[src/rtl/pipe_stage_reg_pkg.sv]
// Shared constants and helpers for the elastic pipeline register (pipe_stage_reg).
// Imported by the interface and the top level.
package pipe_pkg;

  localparam int PIPE_MAX_STAGES = 8;
  localparam int PIPE_CNT_W      = 32;

  function automatic int occ_width(input int stages);
    return $clog2(stages + 1);
  endfunction

endpackage

[src/rtl/pipe_stage_reg_if.sv]
// Handshake and payload bundle for pipe_stage_reg; the slave modport is the register
// chain itself, the master modport is the surrounding pipeline.
interface pipe_stage_reg_if
  import pipe_pkg::*;
#(
  parameter int DATA_W = 64,
  parameter int CTRL_W = 2,
  parameter int TAG_W  = 5,
  parameter int STAGES = 1
);

  localparam int OCC_W = occ_width(STAGES);

  logic              valid_i;
  logic              ready_o;
  logic [CTRL_W-1:0] ctrl_i;
  logic [TAG_W-1:0]  tag_i;
  logic [DATA_W-1:0] data_i;
  logic              cpu_stall_i;
  logic              flush_i;
  logic              valid_o;
  logic              ready_i;
  logic [CTRL_W-1:0] ctrl_o;
  logic [TAG_W-1:0]  tag_o;
  logic [DATA_W-1:0] data_o;
  logic [OCC_W-1:0]  occ_o;

  modport slave (
    input  valid_i, ctrl_i, tag_i, data_i, cpu_stall_i, flush_i, ready_i,
    output ready_o, valid_o, ctrl_o, tag_o, data_o, occ_o
  );

  modport master (
    output valid_i, ctrl_i, tag_i, data_i, cpu_stall_i, flush_i, ready_i,
    input  ready_o, valid_o, ctrl_o, tag_o, data_o, occ_o
  );

endinterface

[src/rtl/pipe_stage_reg_slot.sv]
// One slot of the elastic chain: valid/ctrl/tag/data registers with load, drain and flush.
// Flush kills the entry and its control bits but leaves tag/data untouched.
module pipe_slot #(
  parameter int DATA_W = 64,
  parameter int CTRL_W = 2,
  parameter int TAG_W  = 5
) (
  input  logic              clk,
  input  logic              rst,
  input  logic              load,
  input  logic              drain,
  input  logic              flush,
  input  logic [CTRL_W-1:0] nxt_ctrl,
  input  logic [TAG_W-1:0]  nxt_tag,
  input  logic [DATA_W-1:0] nxt_data,
  output logic              valid,
  output logic [CTRL_W-1:0] ctrl,
  output logic [TAG_W-1:0]  tag,
  output logic [DATA_W-1:0] data
);

  always_ff @(posedge clk or posedge rst) begin
    if (rst) begin
      valid <= 1'b0;
      ctrl  <= '0;
      tag   <= '0;
      data  <= '0;
    end else if (flush) begin
      valid <= 1'b0;
      ctrl  <= '0;
    end else begin
      valid <= load | (valid & ~drain);
      if (load) begin
        ctrl <= nxt_ctrl;
        tag  <= nxt_tag;
        data <= nxt_data;
      end
    end
  end

endmodule

[src/rtl/pipe_stage_reg.sv]
// Parametrised elastic pipeline register: STAGES slots, bubble collapse, global stall, flush.
// Define PIPE_STAGE_PERF_EN to add saturating stall/bubble counters.
module pipe_stage_reg
  import pipe_pkg::*;
#(
  parameter int DATA_W = 64,
  parameter int CTRL_W = 2,
  parameter int TAG_W  = 5,
  parameter int STAGES = 1
) (
  input  logic                  clk_i,
  input  logic                  rst_i,
  pipe_stage_reg_if.slave       bus
`ifdef PIPE_STAGE_PERF_EN
  ,
  output logic [PIPE_CNT_W-1:0] stall_cnt_o,
  output logic [PIPE_CNT_W-1:0] bubble_cnt_o
`endif
);

  localparam int OCC_W = occ_width(STAGES);

  logic [STAGES-1:0] v;
  logic [STAGES-1:0] adv;
  logic [STAGES-1:0] load;
  logic              ready;
  logic              accept;
  logic [OCC_W-1:0]  occ;

  logic [CTRL_W-1:0] ctrl_q   [STAGES];
  logic [TAG_W-1:0]  tag_q    [STAGES];
  logic [DATA_W-1:0] data_q   [STAGES];
  logic [CTRL_W-1:0] nxt_ctrl [STAGES];
  logic [TAG_W-1:0]  nxt_tag  [STAGES];
  logic [DATA_W-1:0] nxt_data [STAGES];

  // A slot advances when it is valid and the slot ahead is empty or itself advancing;
  // evaluated from the head backwards so the whole chain can move in one cycle.
  always_comb begin
    adv = '0;
    adv[STAGES-1] = v[STAGES-1] & bus.ready_i & ~bus.cpu_stall_i;
    for (int k = STAGES - 2; k >= 0; k--) begin
      adv[k] = v[k] & (~v[k+1] | adv[k+1]) & ~bus.cpu_stall_i;
    end
  end

  assign ready  = ~bus.cpu_stall_i & ~bus.flush_i & (~v[0] | adv[0]);
  assign accept = bus.valid_i & ready;

  always_comb begin
    load    = '0;
    load[0] = accept;
    for (int k = 1; k < STAGES; k++) begin
      load[k] = adv[k-1];
    end
  end

  for (genvar g = 0; g < STAGES; g++) begin : g_slot
    if (g == 0) begin : g_src_in
      assign nxt_ctrl[g] = bus.ctrl_i;
      assign nxt_tag[g]  = bus.tag_i;
      assign nxt_data[g] = bus.data_i;
    end else begin : g_src_prev
      assign nxt_ctrl[g] = ctrl_q[g-1];
      assign nxt_tag[g]  = tag_q[g-1];
      assign nxt_data[g] = data_q[g-1];
    end

    pipe_slot #(
      .DATA_W (DATA_W),
      .CTRL_W (CTRL_W),
      .TAG_W  (TAG_W)
    ) u_slot (
      .clk      (clk_i),
      .rst      (rst_i),
      .load     (load[g]),
      .drain    (adv[g]),
      .flush    (bus.flush_i),
      .nxt_ctrl (nxt_ctrl[g]),
      .nxt_tag  (nxt_tag[g]),
      .nxt_data (nxt_data[g]),
      .valid    (v[g]),
      .ctrl     (ctrl_q[g]),
      .tag      (tag_q[g]),
      .data     (data_q[g])
    );
  end

  always_comb begin
    occ = '0;
    for (int k = 0; k < STAGES; k++) begin
      occ = occ + OCC_W'(v[k]);
    end
  end

  // Control bits are masked when the head is empty so no stale enable escapes.
  assign bus.ready_o = ready;
  assign bus.valid_o = v[STAGES-1];
  assign bus.ctrl_o  = v[STAGES-1] ? ctrl_q[STAGES-1] : '0;
  assign bus.tag_o   = tag_q[STAGES-1];
  assign bus.data_o  = data_q[STAGES-1];
  assign bus.occ_o   = occ;

`ifdef PIPE_STAGE_PERF_EN
  always_ff @(posedge clk_i or posedge rst_i) begin
    if (rst_i) begin
      stall_cnt_o  <= '0;
      bubble_cnt_o <= '0;
    end else begin
      if (bus.cpu_stall_i && (stall_cnt_o != '1)) begin
        stall_cnt_o <= stall_cnt_o + 1'b1;
      end
      if (!v[STAGES-1] && !bus.cpu_stall_i && (bubble_cnt_o != '1)) begin
        bubble_cnt_o <= bubble_cnt_o + 1'b1;
      end
    end
  end
`endif

endmodule

[src/flat_wrapper.sv]
// flat-port wrapper written by rule: the top's interface ports become plain ports
module pipe_stage_reg_flat import pipe_pkg::*;
#(
  parameter int DATA_W = 64,
  parameter int CTRL_W = 2,
  parameter int TAG_W  = 5,
  parameter int STAGES = 1
)
  (clk_i, rst_i, bus_valid_i, bus_ctrl_i, bus_tag_i, bus_data_i, bus_cpu_stall_i, bus_flush_i, bus_ready_i, bus_ready_o, bus_valid_o, bus_ctrl_o, bus_tag_o, bus_data_o, bus_occ_o);
  pipe_stage_reg_if #(.DATA_W(DATA_W), .CTRL_W(CTRL_W), .TAG_W(TAG_W), .STAGES(STAGES)) bus_i ();
  input  logic clk_i;
  input  logic rst_i;
  input wire logic [$bits(bus_i.valid_i)-1:0] bus_valid_i;
  input wire logic [$bits(bus_i.ctrl_i)-1:0] bus_ctrl_i;
  input wire logic [$bits(bus_i.tag_i)-1:0] bus_tag_i;
  input wire logic [$bits(bus_i.data_i)-1:0] bus_data_i;
  input wire logic [$bits(bus_i.cpu_stall_i)-1:0] bus_cpu_stall_i;
  input wire logic [$bits(bus_i.flush_i)-1:0] bus_flush_i;
  input wire logic [$bits(bus_i.ready_i)-1:0] bus_ready_i;
  output wire logic [$bits(bus_i.ready_o)-1:0] bus_ready_o;
  output wire logic [$bits(bus_i.valid_o)-1:0] bus_valid_o;
  output wire logic [$bits(bus_i.ctrl_o)-1:0] bus_ctrl_o;
  output wire logic [$bits(bus_i.tag_o)-1:0] bus_tag_o;
  output wire logic [$bits(bus_i.data_o)-1:0] bus_data_o;
  output wire logic [$bits(bus_i.occ_o)-1:0] bus_occ_o;
  assign bus_i.valid_i = bus_valid_i;
  assign bus_i.ctrl_i = bus_ctrl_i;
  assign bus_i.tag_i = bus_tag_i;
  assign bus_i.data_i = bus_data_i;
  assign bus_i.cpu_stall_i = bus_cpu_stall_i;
  assign bus_i.flush_i = bus_flush_i;
  assign bus_i.ready_i = bus_ready_i;
  assign bus_ready_o = bus_i.ready_o;
  assign bus_valid_o = bus_i.valid_o;
  assign bus_ctrl_o = bus_i.ctrl_o;
  assign bus_tag_o = bus_i.tag_o;
  assign bus_data_o = bus_i.data_o;
  assign bus_occ_o = bus_i.occ_o;
  pipe_stage_reg #(.DATA_W(DATA_W), .CTRL_W(CTRL_W), .TAG_W(TAG_W), .STAGES(STAGES)) u_core (.clk_i(clk_i), .rst_i(rst_i), .bus(bus_i));
endmodule
[config.mk]
export PLATFORM = sky130hd
export DESIGN_NAME = pipe_stage_reg_flat
export DESIGN_NICKNAME = d
export VERILOG_FILES = /design/src/rtl/pipe_stage_reg_pkg.sv /design/src/rtl/pipe_stage_reg_if.sv /design/src/rtl/pipe_stage_reg_slot.sv /design/src/rtl/pipe_stage_reg.sv /design/src/flat_wrapper.sv
export SDC_FILE = /design/constraint.sdc
export NUM_CORES = 1
export LEC_CHECK = 0
export CAP_MARGIN = 20
export CORE_ASPECT_RATIO = 0.5
export CORE_UTILIZATION = 36
export CTS_BUF_LIST = sky130_fd_sc_hd__clkbuf_4 sky130_fd_sc_hd__clkbuf_8
export DETAILED_ROUTE_END_ITERATION = 8
export HOLD_SLACK_MARGIN = 0.06
export PLACE_DENSITY = 0.78
export SLEW_MARGIN = 5
export SYNTH_ARGS = -nofsm -noshare
export SYNTH_HDL_FRONTEND = slang
export SYNTH_SLANG_ARGS = --single-unit
[constraint.sdc]
create_clock -name clk_i -period 2.5 [get_ports clk_i]
set_input_delay 0.5 -clock clk_i [delete_from_list [all_inputs] [get_ports clk_i]]
set_output_delay 0.5 -clock clk_i [all_outputs]
set_load 0.05 [all_outputs]
# [Word level (Yosys, flattened, before mapping)]
# Index checks and enable logic that the tools add are counted.
[op_classes] reduce_logical=2 n_mux=4 shifts=0 n_eq_ne=0 n_div=0 mul=0 n_addsub=0 n_lt_le_gt_ge=0 bitwise_logic=12
[ops] operator="$and 1x1->1" n=6
[ops] operator="$mux 2" n=3
[ops] operator="$not 1->1" n=4
[ops] operator="$or 1x1->1" n=2
[ops] operator="$reduce_and 2->1" n=1
[ops] operator="$reduce_bool 2->1" n=1
[ops] operator="$mux 1" n=1
[word_totals] mem_bits_ro=0 input_bits=77 elab_cells=22 mem_count=0 reg_bits=72 latch_bits=0 ramBits=0

# [Logic depth before layout (Yosys ltp)]
[logic_depth] depth_word=7 mapped_depth=4 depth_no_buf=3

# [Hierarchy]
# A second synthesis with hierarchy kept.
[hier_totals] hier_cells=167 hier_area_um2=2813.9
[by_module_without_submodules] module="pipe_slot" cells_per_inst=158 area_each_um2=2756.4 instances=1
[by_module_without_submodules] module="pipe_stage_reg" cells_per_inst=9 area_each_um2=57.6 instances=1

# [Least setup slack after synthesis]
# OpenSTA, ideal clock, no wires.
[synth_timing] kind="register to output" from="register u_core.g_slot[0].u_slot.valid" to="output port bus_ready_o" required_time_ns=2.000 path_stages_with_launch=3 t_arrival_ns=1.878 setup_slack_ns=0.122 path_cell_list="dfrtp_1 nor2b_1 nor3_1"
[synth_via] elab_chain_len=4 elab_cells_between_ends=5 classes_between="bitwise (5)"
[synth_rtl] element="start, declared" line="pipe_stage_reg_slot.sv:16" rtl="output logic valid,"
[synth_rtl] element="start signal, assigned" line="pipe_stage_reg_slot.sv:32" rtl="valid <= load | (valid & ~drain);"
[synth_rtl] element="$and 1x1->1 (2 in a row)" line="pipe_stage_reg.sv:41" rtl="adv[STAGES-1] = v[STAGES-1] & bus.ready_i & ~bus.cpu_stall_i;"
[synth_rtl] element="$or 1x1->1 (*)" line="pipe_stage_reg.sv:47" rtl="assign ready = ~bus.cpu_stall_i & ~bus.flush_i & (~v[0] | adv[0]);"
[synth_rtl] element="$and 1x1->1 (*)" line="pipe_stage_reg.sv:47"
[synth_rtl] element="end, declared" line="flat_wrapper.sv:20" rtl="output wire logic [$bits(bus_i.ready_o)-1:0] bus_ready_o;"
# Every way passes the cells marked *; elsewhere a longest branch is shown, timed or not.

# [Final worst setup path]
[layout_timing] from="register u_core.g_slot[0].u_slot.valid" to="output port bus_ctrl_o[1]"
[layout_via] elab_chain_len=1
[layout_rtl] element="$mux 2" line="pipe_stage_reg.sv:99" rtl="assign bus.ctrl_o = v[STAGES-1] ? ctrl_q[STAGES-1] : '0;"
[layout_rtl] element="end, declared" line="flat_wrapper.sv:22" rtl="output wire logic [$bits(bus_i.ctrl_o)-1:0] bus_ctrl_o;"
# No other way between the ends.

==> impl_metrics.json <==
{
  "status": "complete, no violations",
  "path_class": "reg -> out",
  "hold_path_class": "in -> async",
  "setup_ws_ns": 0.273,
  "hold_buffers": 0,
  "synth-edff-count": 0,
  "r2r_setup_slack_ns": 0.84,
  "required_ns": 2.00,
  "drtAntennaViolNets": 0,
  "syn_area_sq_mm": 0.00277,
  "cts_buffers": 9,
  "ff2ff_path_depth": 4,
  "place.gp.congestion": 0.686,
  "p_total_uw": 4180,
  "die_area_sq_mm": 0.00807,
  "die_h_um": 64.0,
  "h-tree-depth": 3,
  "critical_path.startpoint_type": "flop",
  "place_ws_ns": 0.302,
  "final-max-slew-violation-count": 0,
  "worst_pin_slew_ns": 0.542,
  "cts_resized": 0,
  "synthDistinctLibCells": 13,
  "end_kind": "primary output",
  "vdd_drop_max_v": 0.000422,
  "post_cts_buffers": 0,
  "skew_ns": 0.00718,
  "first_iter_violations": 58,
  "async_reset_ff_frac": 1.00,
  "cts_sinks": 72,
  "clk_latency_ns": 0.34,
  "die_w_um": 126,
  "max_freq_mhz": 449,
  "numPortBuffers": 150,
  "post_drt_wl_per_cell_um": 15.9,
  "n_antenna_cell": 0,
  "setup_viol": 0,
  "drc": 0,
  "synth.avg_cell_area_sq_um": 17.0,
  "via_count": 1894,
  "finalCritPeriodShare": 0.891,
  "dp_hpwl_um": 5050,
  "drt_wl_total_um": 6700,
  "clk_pin_slew_ns": 0.08,
  "syn-num-nets": 240,
  "cts-root-buf": "clkbuf_8",
  "arrival_ns": 1.73,
  "regArea_sq_mm": 0.00180,
  "synth_area_leader_cell": "dfrtp_1",
  "grt_pass1_wl_um": 10700,
  "grt_usage": 0.176,
  "yosysWarnings": 0,
  "nFillCells": 565,
  "synthTopCellsByArea": "dfrtp_1, mux2_2, mux2_1",
  "start_util": 0.376,
  "ys.flop_type": "dfrtp_1",
  "grt_max_degree": 47,
  "coreArea_sq_mm": 0.00738,
  "hold_violations": 0,
  "grt_pass1_vias": 2106,
  "clock_path_buffers": 2,
  "tns_ns": 0,
  "synth_commonest_cells": "dfrtp_1, mux2_2, mux2_1, buf_6, nor2b_1",
  "ys_seq_area_frac": 0.650,
  "multi_input_area_sq_um": 876,
  "cellPowerDensity_mw_per_mm2": 914,
  "overflow": 0,
  "leakage_uw": 0.00189,
  "rsz0062_at_grt": "no",
  "avgViaCountPerCell": 4.50,
  "synth.most_common_cell": "dfrtp_1",
  "final_nets": 397,
  "antenna_found_initial": 0,
  "synthDominantCellAreaShare": 0.650,
  "path_max_fanout": 6,
  "relSlewSlack": 0.637,
  "yosys_register_bits": 72,
  "reg2reg_from": "u_core.g_slot[0].u_slot.valid",
  "io_pins": 151,
  "first_pass_iters": 4,
  "finalCriticalPeriod_ns": 2.23,
  "r2r_end": "u_core.g_slot[0].u_slot.data[16]",
  "syn_to_final_growth_pct": 65.2,
  "cts_tree": "yes",
  "num_rows": 22,
  "maxCapViolations": 0,
  "holdWs_ns": 0.479,
  "layout-drive-gt1-share": 0.246,
  "netlist_instances": 163
}
per-stage QoR:
stage                     area [sq um]  utilization  cells
after global placement            4370        0.593    405
after global routing              4580        0.621    421
after CTS                         4580        0.621    421
after floorplan                   2770            -    163
after detailed placement          4370        0.593    405
final                             4580        0.621    421
power breakdown:
part           switching, uW  leakage (uW)  internal [uW]
combinational           1070      0.000927            664
clock                    418      0.000101            511
sequential               119      0.000858           1400
cells in the final DEF, fill, tap and decap left out, drive strengths merged:
cell | Yosys | layout
and2 | 2 | 2
nor2b | 3 | 3
clkinvlp | 0 | 2
bufinv | 0 | 1
clkdlybuf4s50 | 0 | 149
clkinv | 0 | 2
dfrtp | 72 | 72
a21oi | 1 | 1
inv | 2 | 2
o21ai | 1 | 1
buf | 8 | 5
mux2 | 71 | 71
nand2b | 1 | 1
nor3 | 2 | 2
clkbuf | 0 | 11
worst max-delay path, stage by stage (launching register included):
cell	delay, ns
dfrtp_1	0.43
and2_1	0.15
clkdlybuf4s50_1	0.81
worst max path at each step:
stage / startpoint / to / slack, ns / depth (start not counted)
floorplan: u_core.g_slot[0].u_slot.valid / bus_ready_o / 0.12 / 2
global placement: bus_cpu_stall_i / u_core.g_slot[0].u_slot.data[16] / 0.34 / 5
detailed placement: bus_cpu_stall_i / u_core.g_slot[0].u_slot.data[23] / 0.30 / 5
CTS: u_core.g_slot[0].u_slot.valid / bus_ctrl_o[1] / 0.25 / 2
global route: u_core.g_slot[0].u_slot.valid / bus_ctrl_o[1] / 0.19 / 2
finish: u_core.g_slot[0].u_slot.valid / bus_ctrl_o[1] / 0.27 / 2
cells by family (layout without fill, tap and decap cells):
family	count (synthesis)	count (layout)	share of synthesized area
flops	72	72	0.650
mux	71	71	0.288
simple gates	8	8	0.0239
buf+inv	10	172	0.0339
compound gates	2	2	0.00361
layout make-up:
| class | instances | share of cell area |
|---|---|---|
| tap | 96 | 0.0262 |
| clock inverter | 5 | 0.0120 |
| multi-input combinational | 81 | 0.191 |
| timing repair buffer | 154 | 0.342 |
| clock buffer | 11 | 0.0331 |
| sequential | 72 | 0.394 |
| inverter | 2 | 0.00164 |
registers in the layout (all words and copies together) (netlist names):
name	flops
u_core.g_slot.u_slot.ctrl	2
u_core.g_slot.u_slot.data	64
u_core.g_slot.u_slot.tag	5
u_core.g_slot.u_slot.valid	1
routing by layer:
| metal | global-route usage | part of all wire |
|---|---|---|
| met1 | 0.188 | 0.38 |
| met2 | 0.338 | 0.59 |
| met3 | 0.0511 | 0.027 |
| met4 | 0.0542 | 0.0052 |
| met5 | 0 | 0 |
Power figures use the tool's default switching activity.
==> patch (same settings) <==
`STAGES` is set to 1 in 3 places; all go to 2.
--- a/src/rtl/pipe_stage_reg_if.sv
+++ b/src/rtl/pipe_stage_reg_if.sv
@@ -7,5 +7,5 @@
   parameter int CTRL_W = 2,
   parameter int TAG_W  = 5,
-  parameter int STAGES = 1
+  parameter int STAGES = 2
 );
 
--- a/src/rtl/pipe_stage_reg.sv
+++ b/src/rtl/pipe_stage_reg.sv
@@ -7,5 +7,5 @@
   parameter int CTRL_W = 2,
   parameter int TAG_W  = 5,
-  parameter int STAGES = 1
+  parameter int STAGES = 2
 ) (
   input  logic                  clk_i,
--- a/src/flat_wrapper.sv
+++ b/src/flat_wrapper.sv
@@ -5,5 +5,5 @@
   parameter int CTRL_W = 2,
   parameter int TAG_W  = 5,
-  parameter int STAGES = 1
+  parameter int STAGES = 2
 )
   (clk_i, rst_i, bus_valid_i, bus_ctrl_i, bus_tag_i, bus_data_i, bus_cpu_stall_i, bus_flush_i, bus_ready_i, bus_ready_o, bus_valid_o, bus_ctrl_o, bus_tag_o, bus_data_o, bus_occ_o);
Ports: changed (resized bus_occ_o); port bits go from 151 to 152. No check against the original RTL was run, so the function may have changed too.
==> patch against the original RTL <==
  * Clock power up 140%
  * Critical path depth is the same
  * Sequential cell count rose by 72
  * Routed wire length is 67% higher
  * Worst hold slack improved by 0.017 ns
  * Design area increased by 70%
  * Setup slack got worse by 0.15 ns
  * Clock skew rose by 0.0052 ns
  * Area after synthesis increased by 110%
  * Via count is 66% higher
  * Power is 110% higher
  * Sequential power increased by 120%
  * Fmax decreased by 6.2%
  * First-iteration DRC count increased by 90%
==> patch: results <==
metrics = {
    "worst_hold_path": {
        "hold_class": "reg -> reg",
    },
    "logic_synthesis": {
        "yosys-top-cells-count": "144 x dfrtp_1, 124 x mux2_2, 64 x buf_4, 12 x buf_2, 10 x mux2_4",
        "synth_fa_ha_area_share_pct": 0.210,
        "syn_nets": 464,
        "yosysSeqAreaShare_pct": 60.5,
        "synthTopCellsByArea": "dfrtp_1 61%, mux2_2 23%, buf_4 8.1%, mux2_4 2.5%, mux2_1 1.1%",
        "synth_compound_area_share_pct": 0.336,
        "ys_types": 21,
        "synthMuxAreaShare_pct": 27.4,
    },
    "power": {
        "p_leak_nw": 3.40,
        "peakVddDrop_uv": 380,
        "p_int_mw": 5.62,
    },
    "drt": {
        "vias_per_cell": 4.39,
        "num_vias": 3151,
        "post_drt_wl_per_cell_um": 15.6,
        "drtIter0Drc": 110,
    },
    "global_route": {
        "grt_usage_pct": 14.1,
        "grt_max_degree": 117,
        "first_global_vias": 3525,
        "grt_pass1_wl_mm": 18.2,
    },
    "critical_path": {
        "cp-startpoint": "u_core.g_slot[0].u_slot.valid",
        "reg2reg_from": "u_core.g_slot[1].u_slot.valid",
        "crit_arrival_ns": 1.87,
        "path_max_fanout": 5,
        "rr_endpoint": "u_core.g_slot[1].u_slot.data[18]",
        "crit_path_end": "bus_occ_o[1]",
    },
    "timing": {
        "fin_hold_ws_ns": 0.496,
        "fmax_ghz": 0.421,
        "skew_ns": 0.0124,
        "relSlewSlack_pct": 59.2,
    },
    "cts": {
        "cts_made_buffers": 17,
        "clk_latency_ns": 0.42,
        "htreeDepth": 4,
    },
    "layout": {
        "top_regs": "u_core.g_slot.u_slot.data x128, u_core.g_slot.u_slot.tag x10, u_core.g_slot.u_slot.ctrl x4",
        "drive_above_1_share_pct": 35.8,
        "nets": 562,
    },
    "placed_design": {
        "place_congestion": 0.731,
        "post_dp_cell_area_sq_um": 7300,
        "port_buffers": 151,
        "place_hpwl_mm": 7.69,
        "post-place-ws_ns": 0.285,
    },
    "run_status": {
        "status": "finished clean",
    },
}
-- patch: changes by cell type in the layout (fill, tap and decap cells not counted), sizes merged, moves of 2 or more --
cell / unedited run / this run
dfrtp: 72 / 144
nand2b: 1 / 3
nand3b: 0 / 2
o21ai: 1 / 3
nor2: 0 / 2
buf: 5 / 7
mux2: 71 / 140
clkbuf: 11 / 20
inv: 2 / 5
bufinv: 1 / 6
mux2i: 0 / 2
nor3: 2 / 0
-- patch: area by class of cell --
class	instances	area, sq um
Clock buffer	20	256
Clock inverter	12	230
Fill cell	1383	7990
Inverter	3	15.0
Multi-Input combinational cell	161	1790
Sequential cell	144	3600
Tap cell	221	277
Timing Repair Buffer	157	1620
-- patch: logic make-up (layout without fill, tap and decap cells) --
| kind of cell | Yosys count | after routing |
|---|---|---|
| AOI/OAI and AO/OA | 4 | 4 |
| adders and majority gates | 1 | 1 |
| buffers and inverters | 81 | 192 |
| DFF | 144 | 144 |
| muxes | 142 | 142 |
| and+or+nand+nor | 14 | 14 |
-- patch: worst min-delay path by stage --
stage                                            end                              from  depth (start not counted)
CTS                 u_core.g_slot[0].u_slot.data[37]  u_core.g_slot[0].u_slot.data[37]                          1
detailed placement  u_core.g_slot[0].u_slot.data[37]  u_core.g_slot[0].u_slot.data[37]                          1
global placement    u_core.g_slot[0].u_slot.data[23]  u_core.g_slot[0].u_slot.data[23]                          1
finish              u_core.g_slot[0].u_slot.data[23]  u_core.g_slot[0].u_slot.data[23]                          1
global route        u_core.g_slot[0].u_slot.data[62]  u_core.g_slot[0].u_slot.data[62]                          1
floorplan           u_core.g_slot[0].u_slot.data[23]  u_core.g_slot[0].u_slot.data[23]                          1
-- patch: routing by layer --
| metal | routed length [um] | up-vias | track usage (%) |
|---|---|---|---|
| li1 | - | 1451 | - |
| met1 | 4440 | 1644 | 15.2 |
| met2 | 6280 | 48 | 26.8 |
| met3 | 310 | 8 | 3.42 |
| met4 | 132 | 0 | 5.35 |
| met5 | 0 | - | 0 |
-- patch: power groups by stage --
stage / combinational, mW / clock (mW) / sequential [mW]
global route: 3.45 / 2.40 / 3.37
floorplan: 2.72 / 0 / 3.34
global placement: 3.31 / 0 / 3.30
detailed placement: 3.36 / 0 / 3.33
CTS: 3.36 / 2.30 / 3.29
finish: 3.32 / 2.22 / 3.29
-- patch: worst max-delay path: stages (launching register included) --
cell             delay [ns]
dfrtp_1                0.47
ha_1                   0.19
clkdlybuf4s50_1        0.79
-- patch: metrics by stage --
stage | total power, mW | std cells
after floorplan | 6.06 | 386
after global placement | 6.61 | 686
after detailed placement | 6.69 | 686
after CTS | 8.95 | 718
after global routing | 9.22 | 718
final | 8.83 | 718
-- patch: what timing repair did --
action | CTS | global route
setup endpoints to repair | 1 | 0
setup buffers | 0 | 0
resized for setup | 1 | 0
